==> src/rtl/issuequeue_mult.sv <==
// issuequeue_mult: age-ordered reservation station for the MULT unit with CDB wakeup and oldest-ready issue.
// Defining ISSUEQUEUE_MULT_FLUSH_EN adds a flush input that empties the queue.
module issuequeue_mult #(
  parameter int DEPTH = 4,
  parameter int TAG_W = 6,
  parameter int DATA_W = 32,
  localparam int IW = $clog2(DEPTH),
  localparam int CW = $clog2(DEPTH) + 1
) (
  input  logic              clk,
  input  logic              reset,
`ifdef ISSUEQUEUE_MULT_FLUSH_EN
  input  logic              flush,
`endif
  input  logic              dispatch_en,
  input  logic [TAG_W-1:0]  dispatch_rstag,
  input  logic [DATA_W-1:0] dispatch_rsdata,
  input  logic              dispatch_rsready,
  input  logic [TAG_W-1:0]  dispatch_rttag,
  input  logic [DATA_W-1:0] dispatch_rtdata,
  input  logic              dispatch_rtready,
  input  logic [TAG_W-1:0]  dispatch_rdtag,
  input  logic              cdb_valid,
  input  logic [TAG_W-1:0]  cdb_tag,
  input  logic [DATA_W-1:0] cdb_data,
  input  logic              mult_stall,
  output logic              issuequeue_full,
  output logic [CW-1:0]     issuequeue_count,
  output logic              issuemult_enable,
  output logic [DATA_W-1:0] issuemult_rsdata,
  output logic [DATA_W-1:0] issuemult_rtdata,
  output logic [TAG_W-1:0]  issuemult_rdtag
);
  typedef struct packed {
    logic              v;
    logic              rs_rdy;
    logic [TAG_W-1:0]  rs_tag;
    logic [DATA_W-1:0] rs_data;
    logic              rt_rdy;
    logic [TAG_W-1:0]  rt_tag;
    logic [DATA_W-1:0] rt_data;
    logic [TAG_W-1:0]  rd_tag;
  } entry_t;
  entry_t q [DEPTH];
  entry_t wq [DEPTH];
  entry_t nq [DEPTH];
  entry_t din;
  logic [IW-1:0] sel, wr_idx;
  logic [CW-1:0] count_next;
  logic found, issue, accept, flush_c;
`ifdef ISSUEQUEUE_MULT_FLUSH_EN
  assign flush_c = flush;
`else
  assign flush_c = 1'b0;
`endif
  // wq holds entries after this cycle's wakeup; nq additionally applies compaction and dispatch
  always_comb begin
    found = 1'b0;
    sel = '0;
    for (int i = DEPTH - 1; i >= 0; i--)
      if (q[i].v && q[i].rs_rdy && q[i].rt_rdy) begin
        found = 1'b1;
        sel = IW'(i);
      end
    issue = found && !mult_stall && !flush_c;
    accept = dispatch_en && !issuequeue_full && !flush_c;
    for (int i = 0; i < DEPTH; i++) begin
      wq[i] = q[i];
      if (cdb_valid && q[i].v && !q[i].rs_rdy && q[i].rs_tag == cdb_tag) begin
        wq[i].rs_rdy = 1'b1;
        wq[i].rs_data = cdb_data;
      end
      if (cdb_valid && q[i].v && !q[i].rt_rdy && q[i].rt_tag == cdb_tag) begin
        wq[i].rt_rdy = 1'b1;
        wq[i].rt_data = cdb_data;
      end
    end
    din.v = 1'b1;
    din.rs_tag = dispatch_rstag;
    din.rs_rdy = dispatch_rsready || (cdb_valid && cdb_tag == dispatch_rstag);
    din.rs_data = dispatch_rsready ? dispatch_rsdata : cdb_data;
    din.rt_tag = dispatch_rttag;
    din.rt_rdy = dispatch_rtready || (cdb_valid && cdb_tag == dispatch_rttag);
    din.rt_data = dispatch_rtready ? dispatch_rtdata : cdb_data;
    din.rd_tag = dispatch_rdtag;
    for (int i = 0; i < DEPTH; i++)
      nq[i] = (issue && i >= int'(sel)) ? ((i == DEPTH - 1) ? '0 : wq[(i + 1) % DEPTH]) : wq[i];
    wr_idx = IW'(issuequeue_count - CW'(issue));
    if (accept) nq[wr_idx] = din;
    if (flush_c)
      for (int i = 0; i < DEPTH; i++) nq[i] = '0;
    count_next = flush_c ? '0 : issuequeue_count + CW'(accept) - CW'(issue);
  end
  always_ff @(posedge clk) begin
    if (reset) begin
      for (int i = 0; i < DEPTH; i++) q[i] <= '0;
      issuequeue_count <= '0;
      issuequeue_full <= 1'b0;
      issuemult_enable <= 1'b0;
      issuemult_rsdata <= '0;
      issuemult_rtdata <= '0;
      issuemult_rdtag <= '0;
    end else begin
      for (int i = 0; i < DEPTH; i++) q[i] <= nq[i];
      issuequeue_count <= count_next;
      issuequeue_full <= count_next == CW'(DEPTH);
      issuemult_enable <= issue;
      if (issue) begin
        issuemult_rsdata <= q[sel].rs_data;
        issuemult_rtdata <= q[sel].rt_data;
        issuemult_rdtag <= q[sel].rd_tag;
      end
    end
  end
endmodule
==> config.mk <==
export PLATFORM = sky130hd
export DESIGN_NAME = issuequeue_mult
export DESIGN_NICKNAME = d
export VERILOG_FILES = /design/src/rtl/issuequeue_mult.sv
export SDC_FILE = /design/constraint.sdc
export NUM_CORES = 1
export LEC_CHECK = 0
export CORE_UTILIZATION = 58
export CTS_BUF_LIST = sky130_fd_sc_hd__clkbuf_16
export DETAILED_ROUTE_END_ITERATION = 12
export GPL_TIMING_DRIVEN = 0
export PLACE_DENSITY = 0.79
export SYNTH_ARGS = -nofsm -noshare
export SYNTH_HDL_FRONTEND = slang
export SYNTH_SLANG_ARGS = --single-unit
==> constraint.sdc <==
create_clock -name clk -period 4.5 [get_ports clk]
set_clock_uncertainty 0.2 [all_clocks]
set_input_delay 0.9 -clock clk [delete_from_list [all_inputs] [get_ports clk]]
set_output_delay 0.9 -clock clk [all_outputs]
set_load 0.01 [all_outputs]
==> impl_metrics.py, run 1 <==
metrics = {
    "status": {
        "status": "complete, but fails checks",
        "violations": "negative setup slack",
    },
    "placement": {
        "place_congestion": 1.01,
        "port_buffers": 160,
        "place_inst": 3226,
        "dp_slack_ns": -1.40,
        "dpl.hpwl_mm": 64.0,
    },
    "yosys": {
        "synth_most_common_cell": "dfxtp_1",
        "yosysTopAreaCell": "dfxtp_1",
        "syn_inst": 2562,
        "synthTopCellsByCount": "dfxtp_1 (415), nor2_1 (349), nand2_1 (330)",
        "synthTopCellsByArea": "dfxtp_1 (38%), nor2_1 (6.0%), nand2_1 (5.7%), o221ai_1 (5.3%), mux2i_1 (4.4%)",
        "synthArstFlopShare": 0,
        "synthFlopType": "dfxtp_1",
        "yosysSeqAreaShare": 0.380,
        "syn_area_um2": 21800,
        "synth.distinct_cells": 63,
        "syn_nets": 2693,
        "ys_seq_elements": 415,
        "syn_area_per_cell_um2": 8.53,
        "yosysTopAreaCellShare": 0.380,
        "synth_edf_count": 0,
        "yosys_warnings": 0,
    },
    "sta": {
        "max_slew.worst_pin.slew_ns": 1.25,
        "slew_violations": 0,
        "finalSetupViolCount": 31,
        "max_freq_ghz": 0.217,
        "finalCritPeriodShare": 1.02,
        "setup_ws_ns": -0.109,
        "finalHoldViolations": 0,
        "finalCriticalPeriod_ns": 4.61,
        "relSlewSlack": 0.163,
    },
    "cells_and_area": {
        "nNetsFinal": 2900,
        "syn_to_final_growth_pct": 16.8,
        "stdcell_count": 3312,
        "drive_gt1_frac": 0.100,
    },
    "floorplan": {
        "die_area_um2": 38400,
        "core_region_area_um2": 36900,
        "rows": 70,
        "start_util": 0.593,
        "die_h_um": 196,
        "ios": 202,
        "die_w_um": 196,
    },
    "setup_path": {
        "critPathRequiredTime_ns": 4.81,
        "worstPathArrival_ns": 4.92,
        "worstReg2RegStart": "q[1][44]",
        "setup.worst_path.start_class": "flop",
        "r2r_cells": 12,
        "end_kind": "flop",
        "rrSetupSlack_ns": -0.11,
        "critPathMaxStageDelay_ns": 0.65,
        "cpMostUsedCell": "clkbuf_1",
        "worstSetupPathType": "flop to flop",
        "r2r_end": "q[2][65]",
        "worstPathCellList": "nand3_1, nand2_1, o21bai_2, inv_2, ha_1, clkbuf_1, nand2_1, nor2_1, clkbuf_1, clkbuf_1, nor3_1, a211oi_1",
        "cp_slowest_cell": "clkbuf_1",
        "critPathMaxFanout": 15,
    },
    "global_route": {
        "track_usage": 0.479,
        "use_met3": 0.166,
        "grt_overflow": 0,
        "antenna_found_initial": 3,
        "grtUsageMet2": 0.693,
        "grt_max_degree": 16,
        "use_met1": 0.604,
        "grt-busiest-layer": "met2",
        "grt_pass1_vias": 22500,
        "grt_first_pass_wirelength_mm": 139,
    },
    "worst_hold_path": {
        "hp-class": "flop to flop",
        "hold_depth": 2,
        "worstHoldStart": "q[0][27]",
        "min_to": "issuemult_rtdata[21]",
    },
    "routing": {
        "drtAntennaViolNets": 0,
        "num_vias": 23700,
        "dr.pass1.iters": 6,
        "drt_iter0_drc": 3841,
        "routedWlPerCell_um": 28.6,
        "route.detailed.drc": 0,
        "totalWireLength_mm": 94.7,
        "viasPerCell": 7.16,
    },
    "cts": {
        "insertion_delay_ns": 0.60,
        "cts_hold_buf": 0,
        "cts_root_buffer": "clkbuf_16",
        "cts_tree": "yes",
        "cts_made_buffers": 46,
        "cts_setup_buffers": 0,
        "htreeDepth": 2,
        "cts.clk_slew.worst_paths_ns": 0.06,
        "clock-sinks": 415,
        "clock_path_buffers": 3,
    },
    "power_and_ir_drop": {
        "p_per_area_nw_per_um2": 372,
        "leakage_uw": 0.00931,
        "ir_worst_vdd_mv": 0.314,
    },
    "run": {
        "maxCapViolCount": 0,
    },
}
==> power by group <==
group	leakage [uW]	internal [uW]	total [uW]	switching (uW)
logic	0.00521	629	1640	1010
registers	0.00337	3950	4160	209
clock network	0.000734	2050	3700	1650
==> layout by cell type, fill, tap and decap left out, types with 9 or more instances in the layout <==
cell type and n:
o21ai_2 30, dfxtp_1 415, mux2_1 31, o22a_1 35, o41ai_1 18, buf_2 31
mux2_2 34, a22oi_1 31, a2bb2oi_1 32, mux2i_1 97, clkbuf_1 192, xor2_1 16
clkdlybuf4s50_1 160, nand2_1 330, o221ai_1 132, xnor2_1 47, a21o_1 19, a211oi_2 30
clkinv_2 10, buf_6 37, clkbuf_2 10, a311oi_1 54, o21ai_1 9, a31oi_1 23
buf_1 11, a221oi_1 31, o22a_2 30, nor2_1 348, o22ai_1 96, clkinv_1 13
a311o_1 21, clkbuf_16 47, o211a_1 32, nand3b_1 18, nor3_1 74, a211oi_1 66
inv_1 15, a21oi_1 78, nand3_1 32
==> cell families after synthesis <==
family	count (synthesis)	share of synthesized area
AOI/OAI and AO/OA	782	0.287
adders and majority gates	4	0.00263
and+or+nand+nor	838	0.159
xor gates and xnor gates	64	0.0260
DFF	415	0.380
buffers and inverters	297	0.0667
muxes	162	0.0779
==> worst max path at each step <==
stage / start / endpoint / slack (ns)
after floorplan: mult_stall / q[3][45] / 1.03
after global placement: mult_stall / q[3][32] / -1.27
after detailed placement: mult_stall / q[3][35] / -1.40
after CTS: mult_stall / q[3][69] / 0.007
after global routing: q[1][44] / q[2][62] / -0.03
final: q[1][44] / q[2][65] / -0.11
==> worst max-delay path: cells and delay by family (launching register included) <==
kind	cells	cell delay, ns
buffers and inverters	4	1.84
AND/OR/NAND/NOR	5	0.94
AO/OA/AOI/OAI	2	0.74
flip-flops	1	0.39
adder cells (fa/ha/maj)	1	0.39
==> final cells by class <==
class / instances / area (um^2)
antenna: 4 / 10.0
buffer: 288 / 1440
clock buffer: 47 / 1180
clock inverter: 36 / 231
fill: 3083 / 11400
inverter: 8 / 30.0
multi-input combinational: 1850 / 12100
sequential: 415 / 8310
tap: 504 / 631
timing repair buffer: 160 / 1600
==> state kept, by name (all words and copies together), names as in the netlist <==
signal	cells
issuemult_enable	1
issuemult_rdtag	6
issuemult_rsdata	32
issuemult_rtdata	32
issuequeue_count	3
issuequeue_full	1
q	340
==> routing by layer <==
metal | up-vias | wire length [um]
met4 | 3 | 6910
met2 | 2153 | 39000
met1 | 11100 | 34100
met3 | 530 | 14600
met5 | - | 81
li1 | 9961 | -
==> metrics by stage <==
stage,setup TNS [ns],hold WS (ns),instance area (um^2),power (uW),utilization
after floorplan,0,0.246,21800,5200,-
after global routing,-0.117,0.291,25500,9700,0.692
after CTS,0,0.270,25500,9360,0.691
after global placement,-245.34,0.256,24100,5730,0.653
final,-1.54,0.273,25500,9500,0.692
after detailed placement,-285.67,0.261,24100,5770,0.653
==> repair_timing <==
item	CTS	global route
cloned	0	0
setup endpoints to repair	313	85
pin swaps	0	0
gates resized for setup	4	16
endpoints found under the hold margin	0	0
Power figures use the tool's default switching activity.
==> run 2: changes to the inputs <==
--- a/config.mk
+++ b/config.mk
@@ -5,6 +5,7 @@
 export SDC_FILE = /design/constraint.sdc
 export NUM_CORES = 1
 export LEC_CHECK = 0
+export CAP_MARGIN = 20
 export CORE_UTILIZATION = 58
 export CTS_BUF_LIST = sky130_fd_sc_hd__clkbuf_16
 export DETAILED_ROUTE_END_ITERATION = 12
==> impl_metrics.py, run 2 (same netlist as run 1, synthesis figures left out) <==
metrics = {
    "floorplan": {
        "die_area_um2": 38400,
        "die_w_um": 196,
        "ios": 202,
        "start_util": 0.593,
        "rows": 70,
        "core_region_area_um2": 36900,
        "die_h_um": 196,
    },
    "status": {
        "violations": "negative setup slack",
        "status": "complete, but fails checks",
    },
    "run": {
        "maxCapViolCount": 0,
    },
    "routing": {
        "totalWireLength_mm": 94.6,
        "viasPerCell": 7.14,
        "num_vias": 23600,
        "drt_iter0_drc": 3826,
        "routedWlPerCell_um": 28.6,
        "drtAntennaViolNets": 0,
        "dr.pass1.iters": 6,
        "route.detailed.drc": 0,
    },
    "sta": {
        "finalCriticalPeriod_ns": 4.58,
        "finalCritPeriodShare": 1.02,
        "slew_violations": 0,
        "relSlewSlack": 0.210,
        "hold_ws_ns": 0.271,
        "finalSetupViolCount": 15,
        "tns_ns": -0.930,
        "max_slew.worst_pin.slew_ns": 1.18,
        "setup_ws_ns": -0.0838,
        "finalHoldViolations": 0,
        "max_freq_ghz": 0.218,
    },
    "placement": {
        "port_buffers": 160,
        "dpl.hpwl_mm": 64.0,
        "place_congestion": 1.01,
        "dpl_cell_area_um2": 24100,
        "dp_slack_ns": -1.40,
    },
    "global_route": {
        "grt_pass1_vias": 22500,
        "grtUsageMet2": 0.693,
        "grt_overflow": 0,
        "grt_max_degree": 16,
        "use_met3": 0.166,
        "use_met1": 0.604,
        "grt-busiest-layer": "met2",
        "track_usage": 0.479,
        "grt_first_pass_wirelength_mm": 139,
        "antenna_found_initial": 3,
    },
    "setup_path": {
        "critPathMaxFanout": 15,
        "end_kind": "flop",
        "cp_slowest_cell": "clkbuf_1",
        "worstReg2RegStart": "q[1][44]",
        "critPathRequiredTime_ns": 4.79,
        "worstSetupPathType": "flop to flop",
        "worstPathArrival_ns": 4.87,
        "setup.worst_path.start_class": "flop",
        "critPathMaxStageDelay_ns": 0.62,
        "startpoint": "q[1][44]",
        "worstPathCellList": "nand3_1, nand2_1, o21bai_2, inv_2, ha_1, clkbuf_1, nand2_1, nor2_1, clkbuf_1, clkbuf_1, nand2_1, a211oi_1",
        "worst-path-buf-inv": 4,
        "path_delay_family": "buffers and inverters",
    },
    "power_and_ir_drop": {
        "ir_worst_vdd_mv": 0.315,
        "finalPower_uw": 9490,
        "p_per_area_nw_per_um2": 372,
        "leakage_uw": 0.00932,
    },
    "cts": {
        "cts.clk_slew.worst_paths_ns": 0.06,
        "cts_root_buffer": "clkbuf_16",
        "cts_hold_buf": 0,
        "cts_setup_buffers": 0,
        "cts_resized": 4,
        "clock_path_buffers": 3,
        "htreeDepth": 2,
        "insertion_delay_ns": 0.61,
        "cts_made_buffers": 46,
        "cts_tree": "yes",
        "clock-sinks": 415,
    },
    "cells_and_area": {
        "final_common_cell": "dfxtp_1",
        "largest_reg_flops": 340,
        "nNetsFinal": 2902,
        "final_cell_mix": "dfxtp_1 (415), nor2_1 (348), nand2_1 (330)",
        "drive_gt1_frac": 0.100,
        "post-route-cell-area_um2": 25500,
        "largestRegisters": "q: 340 flops, issuemult_rsdata: 32 flops, issuemult_rtdata: 32 flops",
        "regMostFlops": "q",
        "syn_to_final_growth_pct": 16.8,
    },
    "worst_hold_path": {
        "hp-class": "flop to flop",
        "worstHoldStart": "q[0][74]",
    },
}
-- run 2: final cells by class --
class,instances,area (um^2)
Clock inverter,36,231
Tap cell,504,631
Inverter,8,30.0
Fill cell,3083,11300
Timing Repair Buffer,162,1610
Antenna cell,3,7.51
Buffer,288,1440
Sequential cell,415,8310
Multi-Input combinational cell,1850,12100
Clock buffer,47,1180
-- run 2: per-stage QoR --
step	cells	util
finish	3313	0.692
CTS	3308	0.691
floorplan	2562	-
detailed placement	3226	0.653
global route	3310	0.692
global placement	3226	0.653
-- run 2: worst paths after layout --
| check | end | slack, ns | depth (start not counted) |
|---|---|---|---|
| worst max-delay path | q[2][45] | -0.08 | 12 |
| worst min-delay path | issuemult_rsdata[29] | 0.27 | 2 |
| worst max register to register | q[2][45] | -0.08 | 12 |
| worst min register to register | issuemult_rsdata[29] | 0.27 | 2 |
-- run 2: report_power, final --
| part | total [uW] | internal [uW] | switching, uW |
|---|---|---|---|
| registers | 4160 | 3950 | 209 |
| logic | 1630 | 629 | 1010 |
| clock network | 3700 | 2050 | 1650 |
| total | 9490 | 6630 | 2860 |
-- run 2: worst register-to-register path, cell delays in order, from the launching register on --
cell	delay, ns
dfxtp_1	0.39
nand3_1	0.25
nand2_1	0.13
o21bai_2	0.48
inv_2	0.40
ha_1	0.40
clkbuf_1	0.21
nand2_1	0.14
nor2_1	0.27
clkbuf_1	0.55
clkbuf_1	0.62
nand2_1	0.15
a211oi_1	0.29
-- run 2: per-layer routing --
layer | vias to the layer above | wire [um]
met5 | - | 84
met2 | 2106 | 39100
met4 | 3 | 6780
met1 | 11100 | 34400
met3 | 477 | 14200
li1 | 9959 | -
